**src/rtl/alu_seq.sv**
```systemverilog
// -----------------------------------------------------------------------------
// alu_seq -- sequential ALU with registered status flags and a valid/ready
// input handshake. Single-cycle ops (ADD/SUB/AND/OR/XOR/SHL/SHR) complete at
// the accept edge. MUL is an unsigned iterative shift-add taking WIDTH edges.
//
// Ports:
//   clk        system clock, rising edge
//   rst        synchronous active-high reset
//   in_valid   operation request
//   in_ready   block can accept an operation this cycle (combinational)
//   A, B       operands (shifts use B[SHW-1:0] as the amount)
//   ALUOp      000 ADD, 001 SUB, 010 AND, 011 OR, 100 XOR,
//              101 SHL, 110 SHR (logical), 111 MUL (unsigned)
//   Result     registered result (low half of the product for MUL)
//   ResultHi   registered high half of the product; 0 for other ops
//   CarryOut   registered carry / borrow / last-bit-shifted-out flag
//   Zero       registered zero flag
//   Negative   registered sign flag
//   Overflow   registered signed-overflow flag (ADD/SUB only)
//   out_valid  one-cycle pulse after an op completes
// -----------------------------------------------------------------------------
module alu_seq #(
    parameter int  WIDTH = 8,
    localparam int SHW   = $clog2(WIDTH)
) (
    input  logic             clk,
    input  logic             rst,
    input  logic             in_valid,
    output logic             in_ready,
    input  logic [WIDTH-1:0] A,
    input  logic [WIDTH-1:0] B,
    input  logic [2:0]       ALUOp,
    output logic [WIDTH-1:0] Result,
    output logic [WIDTH-1:0] ResultHi,
    output logic             CarryOut,
    output logic             Zero,
    output logic             Negative,
    output logic             Overflow,
    output logic             out_valid
);

    typedef enum logic [2:0] {
        OP_ADD = 3'b000,
        OP_SUB = 3'b001,
        OP_AND = 3'b010,
        OP_OR  = 3'b011,
        OP_XOR = 3'b100,
        OP_SHL = 3'b101,
        OP_SHR = 3'b110,
        OP_MUL = 3'b111
    } op_e;

    typedef enum logic {
        IDLE,
        MUL_RUN
    } state_e;

    state_e state;

    // Multiplier datapath: multiplicand shifts left, multiplier shifts right,
    // the accumulator collects the partial products.
    logic [2*WIDTH-1:0] mul_mcand;
    logic [WIDTH-1:0]   mul_mplier;
    logic [2*WIDTH-1:0] mul_acc;
    logic [SHW-1:0]     mul_cnt;
    logic [2*WIDTH-1:0] mul_acc_next;

    assign in_ready     = (state == IDLE) && !rst;
    assign mul_acc_next = mul_acc + (mul_mplier[0] ? mul_mcand : '0);

    // Single-cycle datapath.
    logic [SHW-1:0]   sh_amt;
    logic [WIDTH:0]   add_w;
    logic [WIDTH:0]   sub_w;
    logic [WIDTH:0]   shl_w;
    logic [WIDTH:0]   shr_w;
    logic [WIDTH-1:0] s_res;
    logic             s_carry;
    logic             s_ovf;

    always_comb begin
        // NOTE: every always_comb output gets a default first so no path
        // through the case can leave it unassigned and infer a latch.
        s_res   = '0;
        s_carry = 1'b0;
        s_ovf   = 1'b0;

        sh_amt = B[SHW-1:0];
        add_w  = {1'b0, A} + {1'b0, B};
        sub_w  = {1'b0, A} - {1'b0, B};
        // The extra bit on each side catches the last bit shifted out;
        // for a zero shift it stays 0.
        shl_w  = {1'b0, A} << sh_amt;
        shr_w  = {A, 1'b0} >> sh_amt;

        case (op_e'(ALUOp))
            OP_ADD: begin
                s_res   = add_w[WIDTH-1:0];
                s_carry = add_w[WIDTH];
                s_ovf   = (A[WIDTH-1] == B[WIDTH-1]) && (s_res[WIDTH-1] != A[WIDTH-1]);
            end
            OP_SUB: begin
                s_res   = sub_w[WIDTH-1:0];
                s_carry = sub_w[WIDTH];  // borrow: A < B unsigned
                s_ovf   = (A[WIDTH-1] != B[WIDTH-1]) && (s_res[WIDTH-1] != A[WIDTH-1]);
            end
            OP_AND: s_res = A & B;
            OP_OR:  s_res = A | B;
            OP_XOR: s_res = A ^ B;
            OP_SHL: begin
                s_res   = shl_w[WIDTH-1:0];
                s_carry = shl_w[WIDTH];
            end
            OP_SHR: begin
                s_res   = shr_w[WIDTH:1];
                s_carry = shr_w[0];
            end
            default: ;  // MUL handled by the sequential datapath
        endcase
    end

    // NOTE: all state below uses non-blocking assignments so every register
    // samples the pre-edge values, regardless of statement order.
    always_ff @(posedge clk) begin
        if (rst) begin
            // NOTE: the multiplier working registers are reset too; cheap here
            // and keeps an aborted MUL from leaving stale partial products.
            state      <= IDLE;
            Result     <= '0;
            ResultHi   <= '0;
            CarryOut   <= 1'b0;
            Zero       <= 1'b0;
            Negative   <= 1'b0;
            Overflow   <= 1'b0;
            out_valid  <= 1'b0;
            mul_mcand  <= '0;
            mul_mplier <= '0;
            mul_acc    <= '0;
            mul_cnt    <= '0;
        end else begin
            out_valid <= 1'b0;
            case (state)
                IDLE: begin
                    // in_ready is implied here: state is IDLE and rst is low.
                    if (in_valid) begin
                        if (op_e'(ALUOp) == OP_MUL) begin
                            mul_mcand  <= {{WIDTH{1'b0}}, A};
                            mul_mplier <= B;
                            mul_acc    <= '0;
                            mul_cnt    <= '0;
                            state      <= MUL_RUN;
                        end else begin
                            Result    <= s_res;
                            ResultHi  <= '0;
                            CarryOut  <= s_carry;
                            Overflow  <= s_ovf;
                            Zero      <= (s_res == '0);
                            Negative  <= s_res[WIDTH-1];
                            out_valid <= 1'b1;
                        end
                    end
                end
                MUL_RUN: begin
                    mul_acc    <= mul_acc_next;
                    mul_mcand  <= mul_mcand << 1;
                    mul_mplier <= mul_mplier >> 1;
                    mul_cnt    <= mul_cnt + 1'b1;
                    // Final iteration: the product is complete in mul_acc_next.
                    if (mul_cnt == SHW'(WIDTH - 1)) begin
                        Result    <= mul_acc_next[WIDTH-1:0];
                        ResultHi  <= mul_acc_next[2*WIDTH-1:WIDTH];
                        CarryOut  <= (mul_acc_next[2*WIDTH-1:WIDTH] != '0);
                        Overflow  <= 1'b0;
                        Zero      <= (mul_acc_next == '0);
                        Negative  <= mul_acc_next[2*WIDTH-1];
                        out_valid <= 1'b1;
                        state     <= IDLE;
                    end
                end
                default: state <= IDLE;
            endcase
        end
    end

endmodule

```
**config.mk**
```make
export PLATFORM = sky130hd
export DESIGN_NAME = alu_seq
export DESIGN_NICKNAME = d
export VERILOG_FILES = /design/src/rtl/alu_seq.sv
export SDC_FILE = /design/constraint.sdc
export NUM_CORES = 1
export LEC_CHECK = 0
export ABC_AREA = 1
export CAP_MARGIN = 40
export CORE_ASPECT_RATIO = 2
export CORE_MARGIN = 2
export CORE_UTILIZATION = 30
export CTS_CLUSTER_SIZE = 28
export DETAILED_ROUTE_END_ITERATION = 7
export PLACE_DENSITY = 0.52
export SYNTH_ARGS = -nofsm -noshare
export SYNTH_HDL_FRONTEND = slang
export SYNTH_SLANG_ARGS = --single-unit
```
**constraint.sdc**
```tcl
create_clock -name clk -period 3.3 [get_ports clk]
set_clock_uncertainty 0.05 [all_clocks]
set_input_delay 0.825 -clock clk [delete_from_list [all_inputs] [get_ports clk]]
set_output_delay 0.825 -clock clk [all_outputs]
set_load 0.02 [all_outputs]
```
==> impl_metrics.tcl <==
set metrics [dict create \
    setup-violations-final 0 \
    remaining_drc_errors 0 \
    syn-num-nets 965 \
    worst_pin_slew_ns 0.568 \
    cp.required_ns 3.48 \
    clockBufferDepth 2 \
    seq_area_frac_synth 0.239 \
    setup-tns-final_ns 0 \
    gr-total-overflow 0 \
    multi_input_area_um2 3550 \
    drive_gt1_frac 0.103 \
    seq_area_um2 1300 \
    start_util 0.307 \
    grt_pass1_vias 6188 \
    grt_pass1_wl_mm 32.8 \
    wl_per_cell_um 17.8 \
    power_density_nw_per_um2 343 \
    worstSkewPairLatency_ns 0.34 \
    fin_util 0.373 \
    ir_drop_v 0.000235 \
    yosysWarnings 0 \
    gp_congestion 0.952 \
    rows 69 \
    drt_iter0_drc 268 \
    antenna_found_initial 0 \
    cts.reportedPaths.clkPinSlew_ns 0.06 \
    internal_power_w 0.00155 \
    vias_per_cell 5.10 \
    grt.busiest_layer "met2" \
    dp_hpwl_mm 17.3 \
    final_hold_viol_count 0 \
    die_x_um 99.4 \
    antenna_left 0 \
    grtUsageMet1 0.197 \
    n_fill_cell 2023 \
    grt_usage 0.223 \
    cts-root-buf "clkbuf_16" \
    crit_path_end_kind "register" \
    crit_path_max_fanout 3 \
    ys_ff_latch 65 \
    hp-class "reg2reg" \
    outcome "complete, no violations" \
    setup_slack_ns 0.365 \
    synth_cell_type_count 38 \
    io-pin-count 44 \
    cts-htree-levels 3 \
    fin_nets 1034 \
    vias 6035 \
    grtUsageMet2 0.431 \
    fmax_mhz 341 \
    cp_num_buf_inv 3 \
    post-route-period-util 0.889 \
    p_sw_w 0.000727 \
    cts_resized 0 \
    p_leak_nw 3.18 \
    syn_to_final_growth_pct 21.7 \
    crit_path_cell_trace "clkdlybuf4s50_1, inv_1, ha_1, fa_1, inv_1, nand3_1, nand3_1, a21oi_1, o21ai_0, nand3_1, a21oi_1, a21oi_1" \
    postCtsSetupRepairBufs 0 \
    critPathLaunchType "primary input" \
    cts_tree "yes" \
    drt_pass1_iterations 4 \
    p_comb_frac 0.236 \
    io_buffer_count 43 \
    power.share.clock 0.401 \
    grt_use_met3 0.0209 \
    slew_headroom 0.621 \
    period_needed_ns 2.93 \
    critical_path.top_delay_family "buffers and inverters" \
    grt_max_degree 50 \
    die_area_um2 19300 \
    p_sw_frac 0.319 \
    finalNonFillerCells 1184 \
    postSynthAreaPerCell_um2 6.07 \
    cpMaxStageDelayCell "clkdlybuf4s50_1" \
    cts_hold_buf 0 \
    wirelength_mm 21.1 \
    antenna_cells 0 \
    dp_cells 1169 \
    mappedNetlistArea_um2 5460 \
    synth_cells 898 \
    slew_viol_final 0 \
    drv_cap 0 \
    max_stage_delay_ns 0.52 \
    dpl_worst_slack_ns 0.0343 \
    rsz0062_at_grt "no" \
    cts.sinks 65 \
    crit_arrival_ns 3.11 \
    worst-r2r-setup-slack_ns 0.75 \
    p_seq_frac 0.363 \
    core-area_um2 17800 \
    cts_buffers 9 \
    path_class "in2reg" \
    die_y_um 195 \
]
-- worst reg2reg max path, delay by kind of cell (launching register included) --
kind,cells,cell delay [ns]
DFF,1,0.29
buffers and inverters,2,0.23
and+or+nand+nor,12,1.25
adders and majority gates,2,0.68
-- logic make-up (layout without fill, tap and decap cells) --
kind of cell	after synthesis	in the layout	synth area share
buffers and inverters	145	218	0.111
XOR/XNOR	7	7	0.0112
flip-flops	65	65	0.239
adder cells (fa/ha/maj)	45	45	0.107
AO/OA/AOI/OAI	124	124	0.124
AND/OR/NAND/NOR	512	512	0.408
-- worst paths after layout --
path | end | from | cells past startpoint
worst max-delay path | CarryOut | A[0] | 12
worst max register to register | Zero | mul_mplier[0] | 16
worst min register to register | ResultHi[1] | ResultHi[1] | 2
worst min-delay path | ResultHi[1] | ResultHi[1] | 2
-- cells in the final DEF, fill, tap and decap left out, drive strengths merged, types with 4 or more instances in the layout --
master	instances
nand2	305
inv	112
nand3	95
nor2	78
dfxtp	65
a21oi	59
buf	49
ha	42
clkdlybuf4s50	42
o21ai	33
a31oi	22
nand4	17
clkbuf	11
nand3b	7
xor2	5
or2	4
-- through the flow --
stage                     cell area, um^2  hold slack (ns)  power [W]
after floorplan                      5460            0.390    0.00114
after global placement               6360            0.402    0.00139
after detailed placement             6360            0.406    0.00138
after CTS                            6640            0.415    0.00230
after global routing                 6640            0.430    0.00239
final                                6640            0.411    0.00228
-- routing by layer --
metal | wire length (um) | part of all wire
met1 | 6890 | 0.33
met2 | 11900 | 0.56
met3 | 478 | 0.023
met4 | 1870 | 0.089
met5 | 0 | 0
-- power by group through the flow --
stage / logic [W] / registers (W) / clock network (W)
floorplan: 0.000280 / 0.000858 / 0
global placement: 0.000541 / 0.000845 / 0
detailed placement: 0.000536 / 0.000845 / 0
CTS: 0.000538 / 0.000829 / 0.000935
global route: 0.000588 / 0.000830 / 0.000972
finish: 0.000539 / 0.000828 / 0.000913
-- state kept, by name, indices dropped and copies added, names as in the netlist --
register and count:
mul_mcand 16, Zero 1, mul_mplier 8, mul_acc 16
CarryOut 1, Negative 1, mul_cnt 3, state 1
Result 8, ResultHi 8, out_valid 1, Overflow 1
-- area by class of cell --
class / count / share of cell area
Clock buffer: 11 / 0.0381
Clock inverter: 4 / 0.00433
Inverter: 112 / 0.0648
Multi-Input combinational cell: 688 / 0.534
Sequential cell: 65 / 0.196
Tap cell: 213 / 0.0401
Timing Repair Buffer: 91 / 0.122
-- cell usage after synthesis --
master	number	share of area
o31ai_1	1	0.0014
nand3_2	5	0.0092
clkbuf_1	14	0.0096
a21oi_2	1	0.0016
nor2_2	5	0.0057
nor2_4	4	0.0083
inv_4	4	0.0046
buf_4	6	0.0083
xnor2_1	2	0.0032
o21ai_0	26	0.024
or2_2	3	0.0034
or2_1	1	0.0011
a31oi_1	22	0.025
o22ai_1	2	0.0023
nand4_1	17	0.019
a32o_1	1	0.0018
nand2_2	5	0.0057
nand3b_1	7	0.0096
nand2_1	300	0.21
o21ai_1	7	0.0064
nand3_1	89	0.082
nor2_1	69	0.047
o211ai_1	3	0.0041
and2_1	3	0.0034
a21oi_1	58	0.053
inv_2	8	0.0055
o21bai_1	1	0.0014
xor2_1	5	0.0080
buf_2	11	0.010
dfxtp_1	65	0.24
inv_1	100	0.069
fa_1	3	0.011
nor3_1	3	0.0028
buf_6	2	0.0041
a21boi_0	1	0.0014
nand3_4	1	0.0032
ha_1	42	0.096
o311ai_0	1	0.0016
(Power assumes the default switching activity.)
